$ cat config.mk
export PLATFORM = sky130hd
export DESIGN_NAME = sensor_spi_slave_flat
export DESIGN_NICKNAME = d
export VERILOG_FILES = /design/src/rtl/sensor_spi_slave_if.sv /design/src/rtl/sensor_spi_slave.sv /design/src/flat_wrapper.sv
export SDC_FILE = /design/constraint.sdc
export NUM_CORES = 1
export LEC_CHECK = 0
export ABC_AREA = 1
export BUFFER_PORTS_ARGS = -buffer_cell sky130_fd_sc_hd__buf_2
export CORE_MARGIN = 5
export CORE_UTILIZATION = 50
export CTS_CLUSTER_DIAMETER = 50
export CTS_CLUSTER_SIZE = 30
export DETAILED_ROUTE_END_ITERATION = 16
export PLACE_DENSITY = 0.75
export REMOVE_ABC_BUFFERS = 1
export SLEW_MARGIN = 20
export SYNTH_ARGS = -nofsm -noshare
export SYNTH_HDL_FRONTEND = slang
export SYNTH_SLANG_ARGS = --single-unit
$ cat constraint.sdc
create_clock -name SCLK -period 2.4 [get_ports SCLK]
set_input_delay 0.12 -clock SCLK [delete_from_list [all_inputs] [get_ports SCLK]]
set_output_delay 0.12 -clock SCLK [all_outputs]
set_load 0.02 [all_outputs]
$ cat src/rtl/sensor_spi_slave_if.sv
// rtl/sensor_spi_slave_if.sv - SPI pin bundle for the sensor slave; MISO tri-stated here from data/enable
interface sensor_spi_slave_if;
    logic SS_n;
    logic MOSI;
    logic MISO_d;
    logic MISO_oe;
    wire  MISO;

    assign MISO = MISO_oe ? MISO_d : 1'bz;

    modport slave  (input SS_n, input MOSI, output MISO_d, output MISO_oe);
    modport master (output SS_n, output MOSI, input MISO, input MISO_oe);
endinterface

$ cat src/rtl/sensor_spi_slave.sv
// rtl/sensor_spi_slave.sv - SPI mode-0 register slave exposing sensor samples, status and a config bank
module sensor_spi_slave (
    input  logic                SCLK,
    input  logic                rst_n,
    sensor_spi_slave_if.slave   spi,
    input  logic signed [15:0]  ptch_rate,
    input  logic signed [15:0]  az,
    input  logic                sample_vld,
    output logic                clr_tgl,
    output logic [127:0]        cfg
);
    typedef enum logic [1:0] {ST_CMD, ST_DATA0, ST_BURST} frame_state_t;

    frame_state_t state;
    logic [2:0]   bit_cnt;
    logic [6:0]   shift;
    logic         rwn;
    logic [6:0]   addr;
    logic [7:0]   tx;
    logic [7:0]   shadow_p;
    logic [7:0]   shadow_a;
    logic         wr_set;
    logic         wr_clr;
    logic         wr_err;
    logic [7:0]   rd_byte;

    // Frame state is wiped by either reset or deselect.
    wire       frame_rst_n = rst_n & ~spi.SS_n;
    wire       byte_done   = (bit_cnt == 3'd7);
    wire [7:0] rx_byte     = {shift, spi.MOSI};
    wire       cfg_hit     = (addr[6:4] == 3'b001);
    wire       commit      = byte_done && (state != ST_CMD) && !rwn;
    // bit_cnt wraps to 0 only after a completed byte, so this marks the reload edge.
    wire       load        = (bit_cnt == 3'd0) && (state != ST_CMD);

    // wr_err is set on rising edges and cleared on falling edges; two toggles avoid a shared driver.
    assign wr_err = wr_set ^ wr_clr;

    assign spi.MISO_d  = tx[7];
    assign spi.MISO_oe = ~spi.SS_n;

    always_ff @(posedge SCLK or negedge frame_rst_n) begin
        if (!frame_rst_n) begin
            state   <= ST_CMD;
            bit_cnt <= 3'd0;
            shift   <= 7'd0;
            rwn     <= 1'b0;
            addr    <= 7'd0;
        end else begin
            bit_cnt <= bit_cnt + 3'd1;
            shift   <= {shift[5:0], spi.MOSI};
            if (byte_done) begin
                case (state)
                    ST_CMD: begin
                        rwn   <= rx_byte[7];
                        addr  <= rx_byte[6:0];
                        state <= ST_DATA0;
                    end
                    ST_DATA0: begin
                        addr  <= addr + 7'd1;
                        state <= ST_BURST;
                    end
                    default: addr <= addr + 7'd1;
                endcase
            end
        end
    end

    always_ff @(posedge SCLK or negedge rst_n) begin
        if (!rst_n) begin
            cfg    <= '0;
            wr_set <= 1'b0;
        end else if (commit) begin
            if (cfg_hit)
                cfg[{addr[3:0], 3'b000} +: 8] <= rx_byte;
            else if (!wr_err)
                wr_set <= ~wr_set;
        end
    end

    always_comb begin
        rd_byte = 8'h00;
        case (addr)
            7'h0E:   rd_byte = {6'b0, wr_err, sample_vld};
            7'h0F:   rd_byte = 8'h6A;
            7'h22:   rd_byte = ptch_rate[7:0];
            7'h23:   rd_byte = shadow_p;
            7'h2C:   rd_byte = az[7:0];
            7'h2D:   rd_byte = shadow_a;
            default: if (cfg_hit) rd_byte = cfg[{addr[3:0], 3'b000} +: 8];
        endcase
    end

    always_ff @(negedge SCLK or negedge frame_rst_n) begin
        if (!frame_rst_n)
            tx <= 8'h00;
        else if (load)
            tx <= rwn ? rd_byte : 8'hA5;
        else
            tx <= {tx[6:0], 1'b0};
    end

    // Loading a low byte freezes its high byte so a burst reads a coherent sample.
    always_ff @(negedge SCLK or negedge rst_n) begin
        if (!rst_n) begin
            shadow_p <= 8'h00;
            shadow_a <= 8'h00;
            clr_tgl  <= 1'b0;
            wr_clr   <= 1'b0;
        end else if (load && rwn) begin
            case (addr)
                7'h22: begin
                    shadow_p <= ptch_rate[15:8];
                    clr_tgl  <= ~clr_tgl;
                end
                7'h2C:   shadow_a <= az[15:8];
                7'h0E:   if (wr_err) wr_clr <= ~wr_clr;
                default: ;
            endcase
        end
    end
endmodule
$ cat src/flat_wrapper.sv
// flat-port wrapper written by rule: the top's interface ports become plain ports
module sensor_spi_slave_flat 
  (SCLK, rst_n, ptch_rate, az, sample_vld, clr_tgl, cfg, spi_SS_n, spi_MOSI, spi_MISO_d, spi_MISO_oe);
  sensor_spi_slave_if spi_i ();
  input  logic SCLK;
  input  logic rst_n;
  input  logic signed [15:0] ptch_rate;
  input  logic signed [15:0] az;
  input  logic sample_vld;
  output logic clr_tgl;
  output logic [127:0] cfg;
  input wire logic [$bits(spi_i.SS_n)-1:0] spi_SS_n;
  input wire logic [$bits(spi_i.MOSI)-1:0] spi_MOSI;
  output wire logic [$bits(spi_i.MISO_d)-1:0] spi_MISO_d;
  output wire logic [$bits(spi_i.MISO_oe)-1:0] spi_MISO_oe;
  assign spi_i.SS_n = spi_SS_n;
  assign spi_i.MOSI = spi_MOSI;
  assign spi_MISO_d = spi_i.MISO_d;
  assign spi_MISO_oe = spi_i.MISO_oe;
  sensor_spi_slave u_core (.SCLK(SCLK), .rst_n(rst_n), .spi(spi_i), .ptch_rate(ptch_rate), .az(az), .sample_vld(sample_vld), .clr_tgl(clr_tgl), .cfg(cfg));
endmodule
# Word level (Yosys, flattened, before mapping)
# Index checks and enable logic that the tools add are counted.
[totals]
reg_bits = 175
inputBits = 37
[classes]
addsub = 3
eq_ne = 9
shifts = 3
mux = 7
bitwise_logic = 8
n_reduce_logical = 16
[ops]
columns = ["op", "n"]
rows = [
  ["$bwmux 128", 1],
  ["$shift 8x9->128 const A", 1],
  ["$shiftx 128x8->8", 1],
  ["$shiftx 8x9->128", 1],
  ["$pmux 8 s6", 1],
  ["$eq 7x6->1 const B", 4],
  ["$mux 8", 3],
  ["$eq 7x4->1 const B", 2],
  ["$reduce_and 2->1", 5],
  ["$neg 7->9", 1],
  ["$add 7x1->7 const B", 1],
  ["$mux 7", 1],
  ["$not 1->1", 6],
  ["$reduce_and 3->1", 2],
  ["$logic_and 1x1->1", 4],
  ["$pmux 2 s2", 1],
  ["$reduce_bool 2->1", 2],
  ["$add 3x1->3 const B", 1],
  ["$eq 3x1->1 const B", 1],
  ["$eq 3x3->1 const B", 1],
  ["$logic_not 3->1", 1],
  ["$eq 2x1->1 const B", 1],
  ["$logic_not 2->1", 1],
  ["$and 1x1->1", 1],
  ["2 further kinds", 2],
]

# Depth between registers and ports, before layout
# Gate-level depths: netlist of the first run.
[logic_depth]
word_depth = 5
ltp_mapped = 15

==> out/qor.csv, run 1 <==
stage,metric,value,unit
logic_synthesis,Simple-Gate Fraction of Synth Area,27.7,%
placed_design,DP HPWL,21100,um
timing,"Slew Viols, Final",0,
route,final wirelength,30800,um
floorplan,I/O pin count,168,
critical_path,slowest cell delay on critical path,460,ps
timing,unrepaired setup endpoints after global routing,true,
pwr,pwr dens,678,nW/um^2
global_routing,grt ovf,0,
pwr,P_leak,6.61,nW
clock_network,clock tree buffer depth,2,
clock_network,H-tree levels,4,
logic_synthesis,fraction of synthesized cell area in xor and xnor cells,0.602,%
placed_design,placed inst area,11300,sq um
timing,final setup violating endpoints,35,
finish,Layout area overhead,43.0,%
hold_path,Hold Path Class,primary input to async pin,
critical_path,worst-path cell chain,buf_6 > buf_12 > nor2_2 > nor2_1 > o21ai_0 > nand2_1 > nand2_1 > nand2_1 > o21ai_2 > a21oi_1,
global_routing,initial antenna violation count,0,
logic_synthesis,synthesized area per cell,7.75,sq um
route,via count,9260,
global_routing,number of global-route vias before repair,8948,
placed_design,final RePlAce weighted congestion,0.941,
critical_path,slowest CP cell,dfrtp_2,
placed_design,port bufs,167,
timing,headroom to the max-slew limit,51.2,%
critical_path,Crit Path Category,flop to flop,
outcome,outcome,"finished, violations left",
logic_synthesis,Mapped Cells,1126,
outcome,failing checks,negative setup slack,
pwr,VDD IR-drop max,674,uV
timing,"Hold Vio Cnt, Final",0,
floorplan,core area,17200,sq um
finish,Inserted Diodes,0,
route,ANT nets after route,0,
finish,post-route cell area,12500,sq um
pwr,Power Total,0.00846,W
logic_synthesis,asr flop ratio synth,100,%
critical_path,CP max FO,17,
floorplan,Die Y,142,um
logic_synthesis,Ys Warns,0,
logic_synthesis,post-synthesis sequential area ratio,50.2,%
finish,multi-input logic area,4050,sq um
route,DR WL/cell,17.8,um
logic_synthesis,mux cell area share after synthesis,1.93,%
critical_path,CP Data Required Time,1440,ps
timing,Worst Max-Slew Pin Slew,731,ps
critical_path,"most used cell, CP",nand2_1,
clock_network,clock root buffer,clkbuf_16,
logic_synthesis,most instantiated cells after synthesis,"nand2_1 (394), dfrtp_1 (149), o21ai_0 (133)",
route,DRC viols,0,
global_routing,All-Layer GR Usage,30.1,%
clock_network,clk sinks,175,
logic_synthesis,ranking of synthesized cells by area,"dfrtp_1 (43%), nand2_1 (17%), o21ai_0 (7.6%)",
critical_path,critical path arrival,2010,ps
route,Pre-antenna DRT Iters,5,
critical_path,"delay-heaviest family, CP",flip-flops,
logic_synthesis,leading area contributor after synthesis,dfrtp_1,
floorplan,Die ar.,20200,sq um
timing,Clock Skews,33.4,ps
logic_synthesis,Mapped Area,8730,sq um
logic_synthesis,most frequent cell after synthesis,nand2_1,
finish,Final Non-Filler Cells,1730,
job,Max-Cap Viols,0,
placed_design,Placed Cells,1674,
route,Via density,5.35,
floorplan,Initial Utilization,50.7,%
timing,setup ws final,-570,ps
logic_synthesis,#FFs+latches synth,175,
finish,fin nets,1537,
route,DRT iter0 DRCs,1100,
floorplan,Die X,142,um
clock_network,worst skew pair latency,430,ps
logic_synthesis,dominant synthesized flop cell,dfrtp_1,
logic_synthesis,post-synth top area share,42.7,%
finish,fillers,1288,
global_routing,first-pass GRT wire length,47600,um
critical_path,crit start category,flop,
clock_network,clk slew on worst S/H paths,60,ps
logic_synthesis,Synth Area in Adders,1.00,%
clock_network,CTS tree,done,
global_routing,largest net degree at the start of global routing,127,
floorplan,# rows,48,
critical_path,CP Capture Type,flop,
timing,final setup TNS,-12660,ps
clock_network,cts bufs inserted,17,
logic_synthesis,largest family of logic cells by synthesized area,simple AND/OR/NAND/NOR gates,
finish,flip-flop and latch area,4380,sq um
logic_synthesis,Yosys cell types,32,
logic_synthesis,number of flops mapped to enable cells by yosys,0,
critical_path,Crit path buffers/inverters,2,
finish,share of cells above drive strength 1,35.0,%
logic_synthesis,complex-gate fraction of the synthesized area,11.5,%
metal layers:
layer / track usage, % / vias up / part of all wire, %
met5: 0 / - / 0
met4: 10.7 / 0 / 3.3
met3: 4.74 / 84 / 9.1
met2: 47.8 / 500 / 46
met1: 42.3 / 4336 / 41
li1: - / 4340 / -
through the flow:
step,setup WS [ps],utilization (%),hold WS [ps]
floorplan,-2350,-,-176
global placement,-636,65.6,-10.3
global route,-655,72.5,201
CTS,-517,70.9,178
finish,-570,72.5,189
detailed placement,-633,65.6,-10.4
registers in the layout, summed over array words and instances, names as in the netlist:
name,flops
u_core.rwn,1
u_core.tx,8
u_core.bit_cnt,3
u_core.shift,7
u_core.cfg,128
u_core.shadow_a,8
u_core.addr,7
u_core.state,2
u_core.wr_set,1
u_core.clr_tgl,1
u_core.shadow_p,8
u_core.wr_clr,1
path summary, 6_finish.rpt:
path                                            startpoint                     endpoint  slack [ps]  cells past startpoint
worst max-delay path            u_core.addr[0]$_DFFE_PN0N_       u_core.tx[2]$_DFF_NN0_        -570                     10
worst min-delay path                                 rst_n  u_core.cfg[120]$_DFFE_PN0P_         190                      2
worst max register to register  u_core.addr[0]$_DFFE_PN0N_       u_core.tx[2]$_DFF_NN0_        -570                     10
worst min register to register   u_core.shift[4]$_DFF_PN0_    u_core.shift[5]$_DFF_PN0_         380                      0
max in group asynchronous                            rst_n       u_core.tx[6]$_DFF_NN0_         470                      5
min in group SCLK                                 spi_MOSI    u_core.shift[0]$_DFF_PN0_         360                      2
layout make-up:
cell class	instances	area share [%]
Multi-Input combinational cell	797	32.4
Clock buffer	18	3.44
Tap cell	225	2.25
Sequential cell	175	35.1
Timing Repair Buffer	397	22.3
Inverter	105	3.24
Clock inverter	13	1.29
power by group:
part | switching [W] | internal, W
logic | 0.00157 | 0.000907
clock network | 0.00119 | 0.00164
registers | 0.0000830 | 0.00308
worst register-to-register path, delay by kind of cell (launching register included):
family	cells	cell delay [ps]
AOI/OAI and AO/OA	3	370
buffers and inverters	2	310
DFF	1	460
and+or+nand+nor	5	430
kinds of logic (layout without fill, tap and decap cells):
logic type,count (synthesis),count (layout)
DFF,175,175
AOI/OAI and AO/OA,192,192
and+or+nand+nor,575,577
muxes,15,15
buffers and inverters,156,533
xor gates and xnor gates,6,6
adders and majority gates,7,7
cells in the final DEF, fill, tap and decap left out, drive strengths merged:
| cell type | netlist | final |
|---|---|---|
| o31ai | 1 | 1 |
| clkbuf | 26 | 18 |
| dfrtp | 149 | 149 |
| nand4 | 1 | 1 |
| clkinv | 2 | 8 |
| nand3 | 71 | 73 |
| mux2 | 15 | 15 |
| o21ai | 173 | 173 |
| xnor2 | 2 | 2 |
| clkinvlp | 0 | 1 |
| a21oi | 9 | 9 |
| ha | 7 | 7 |
| buf | 25 | 394 |
| inv | 103 | 106 |
| nand2 | 398 | 398 |
| nor2 | 82 | 82 |
| o221ai | 7 | 7 |
| dlygate4sd3 | 0 | 3 |
| bufinv | 0 | 3 |
| nor3 | 23 | 23 |
| dfrtn | 26 | 26 |
| o211ai | 2 | 2 |
| xor2 | 4 | 4 |
repair_timing:
action,4_1_cts,5_1_grt
pin swaps,10,14
hold buffers,3,0
setup buffers,13,9
hold endpoints to repair,9,0
gates resized for setup,74,45
cloned,1,2
setup endpoints to repair,26,63
No activity file was read; power rests on OpenSTA's default activity.
==> inputs of run 2 (changes only) <==
--- a/config.mk
+++ b/config.mk
@@ -14,6 +14,7 @@
 export DETAILED_ROUTE_END_ITERATION = 16
 export PLACE_DENSITY = 0.75
 export REMOVE_ABC_BUFFERS = 1
+export SKIP_LAST_GASP = 1
 export SLEW_MARGIN = 20
 export SYNTH_ARGS = -nofsm -noshare
 export SYNTH_HDL_FRONTEND = slang
==> run 2 against run 1 <==
The flow still finishes with violations (negative setup slack); combinational power is 2% lower; count of clock-buffer cells in the layout stayed put; power is 0.68% lower; non-clock buffer count is 1 higher; worst setup slack worse by 3.1 ps; critical endpoint unchanged.
==> out/qor.csv, run 2 (synthesis gave the netlist of run 1 again) <==
stage,metric,value,unit,change
finish,share of cells above drive strength 1,34.6,%,-0.42 points
clock_network,cts bufs inserted,17,,unchanged
clock_network,clk sinks,175,,unchanged
finish,fillers,1309,,+1.6%
critical_path,Crit. Startpoint,u_core.addr[1]$_DFFE_PN0N_,,
route,Pre-antenna DRT Iters,5,,unchanged
clock_network,CTS tree,done,,
finish,most frequent cells in the layout,"nand2_1 (386), buf_4 (208), buf_2 (166)",,
critical_path,CP Capture Type,flop,,
floorplan,Die Y,142,um,unchanged
timing,Clock Skews,33.5,ps,+0.159 ps
timing,unrepaired setup endpoints after global routing,true,,
route,via count,9235,,-0.27%
finish,fin nets,1538,,+0.065%
global_routing,initial antenna violation count,0,,unchanged
outcome,failing checks,negative setup slack,,
floorplan,Die ar.,20200,sq um,unchanged
floorplan,core area,17200,sq um,unchanged
critical_path,Crit Path Category,flop to flop,,
outcome,outcome,"finished, violations left",,
critical_path,r2r startpoint,u_core.addr[1]$_DFFE_PN0N_,,
placed_design,DP HPWL,21100,um,unchanged
finish,post-route cell area,12400,sq um,-0.62%
global_routing,grt ovf,0,,unchanged
clock_network,worst skew pair latency,430,ps,about the same
clock_network,clock root buffer,clkbuf_16,,
finish,max reg flops,128,,unchanged
floorplan,# rows,48,,unchanged
timing,setup ws final,-573,ps,-3.13 ps
global_routing,number of global-route vias before repair,8962,,+0.16%
critical_path,critical path arrival,2010,ps,about the same
finish,Layout area overhead,42.2,%,
route,DRC viols,0,,unchanged
finish,Inserted Diodes,0,,unchanged
clock_network,clk slew on worst S/H paths,70,ps,about the same
clock_network,clock tree buffer depth,2,,unchanged
floorplan,Initial Utilization,50.7,%,unchanged
route,DRT iter0 DRCs,1119,,+1.7%
finish,"commonest non-fill, non-tap cell in the layout",nand2_1,,
global_routing,All-Layer GR Usage,30.1,%,about the same
placed_design,final RePlAce weighted congestion,0.941,,unchanged
pwr,P_leak,6.59,nW,-0.27%
hold_path,Hold Path Class,primary input to async pin,,
finish,Final Non-Filler Cells,1731,,+0.058%
critical_path,CP Data Required Time,1440,ps,about the same
placed_design,Placed Cells,1674,,unchanged
global_routing,largest net degree at the start of global routing,127,,unchanged
job,Max-Cap Viols,0,,unchanged
finish,Biggest register,u_core.cfg,,
critical_path,crit start category,flop,,
placed_design,Post-Place Setup Slack,-633,ps,unchanged
pwr,VDD IR-drop max,693,uV,+2.7%
clock_network,H-tree levels,4,,unchanged
finish,Util after Layout,72.0,%,-0.45 points
placed_design,port bufs,167,,unchanged
timing,final setup TNS,-12830,ps,-167 ps
timing,headroom to the max-slew limit,49.6,%,-1.6 points
route,DR WL/cell,17.7,um,-0.82%
timing,Worst Max-Slew Pin Slew,756,ps,+24.2 ps
route,final wirelength,30600,um,-0.76%
pwr,pwr dens,677,nW/um^2,about the same
critical_path,worst reg2reg path depth,11,,+1
timing,final setup violating endpoints,35,,unchanged
global_routing,first-pass GRT wire length,47600,um,+0.15%
route,Via density,5.34,,-0.33%
route,ANT nets after route,0,,unchanged
timing,"Slew Viols, Final",0,,unchanged
floorplan,Die X,142,um,unchanged
timing,"Hold Vio Cnt, Final",0,,unchanged
critical_path,CP max FO,4,,-13
placed_design,placed inst area,11300,sq um,unchanged
floorplan,I/O pin count,168,,unchanged
-- run 2: power breakdown --
group	switching, W	leakage [nW]	internal [W]	total (W)
clock	0.00119	0.291	0.00164	0.00283
combinational	0.00153	4.02	0.000889	0.00242
sequential	0.0000814	2.28	0.00308	0.00316
total	0.00280	6.59	0.00560	0.00841
-- run 2: worst max-delay path, cell delays in order (launching register included) --
cell and delay (ps):
dfrtp_1 400, buf_4 160, ha_2 180, inv_2 80, nor2_4 50, nand2_1 80, inv_2 60, buf_4 140
nand2_1 50, nand2_1 60, nor3_2 220, a21oi_1 100
-- run 2: area by class of cell --
type	count	area, sq um	share of cell area [%]
Tap cell	225	282	2.27
Sequential cell	175	4380	35.3
Clock buffer	18	429	3.46
Clock inverter	13	161	1.30
Inverter	105	404	3.26
Multi-Input combinational cell	797	3990	32.1
Timing Repair Buffer	398	2770	22.3
-- run 2: timing repair --
action / CTS / global route
setup buffers: 13 / 10
hold endpoints to repair: 9 / 0
gates resized for setup: 68 / 30
pin swaps: 10 / 12
hold buffers: 3 / 0
gates cloned: 1 / 2
endpoints found under the setup margin: 26 / 62
-- run 2: final timing paths --
kind	to	slack, ps
max in group asynchronous	u_core.tx[6]$_DFF_NN0_	470
min in group SCLK	u_core.shift[0]$_DFF_PN0_	350
worst max-delay path	u_core.tx[2]$_DFF_NN0_	-570
worst max register to register	u_core.tx[2]$_DFF_NN0_	-570
worst min register to register	u_core.shift[5]$_DFF_PN0_	380
worst min-delay path	u_core.cfg[120]$_DFFE_PN0P_	180
-- run 2: per-stage QoR --
stage          total power, W  hold WS (ps)
5_1_grt               0.00872           201
3_5_place_dp          0.00535         -10.4
2_1_floorplan         0.00426          -176
3_3_place_gp          0.00532         -10.3
6_report              0.00841           180
4_1_cts               0.00825           178
-- run 2: per-layer routing --
layer	wire length (um)	share of wire, %	track usage (%)	up-vias
met1	12700	42	42.4	4318
met5	0	0	0	-
met4	992	3.2	11.1	0
li1	-	-	-	4342
met2	14200	46	47.5	485
met3	2630	8.6	4.74	90
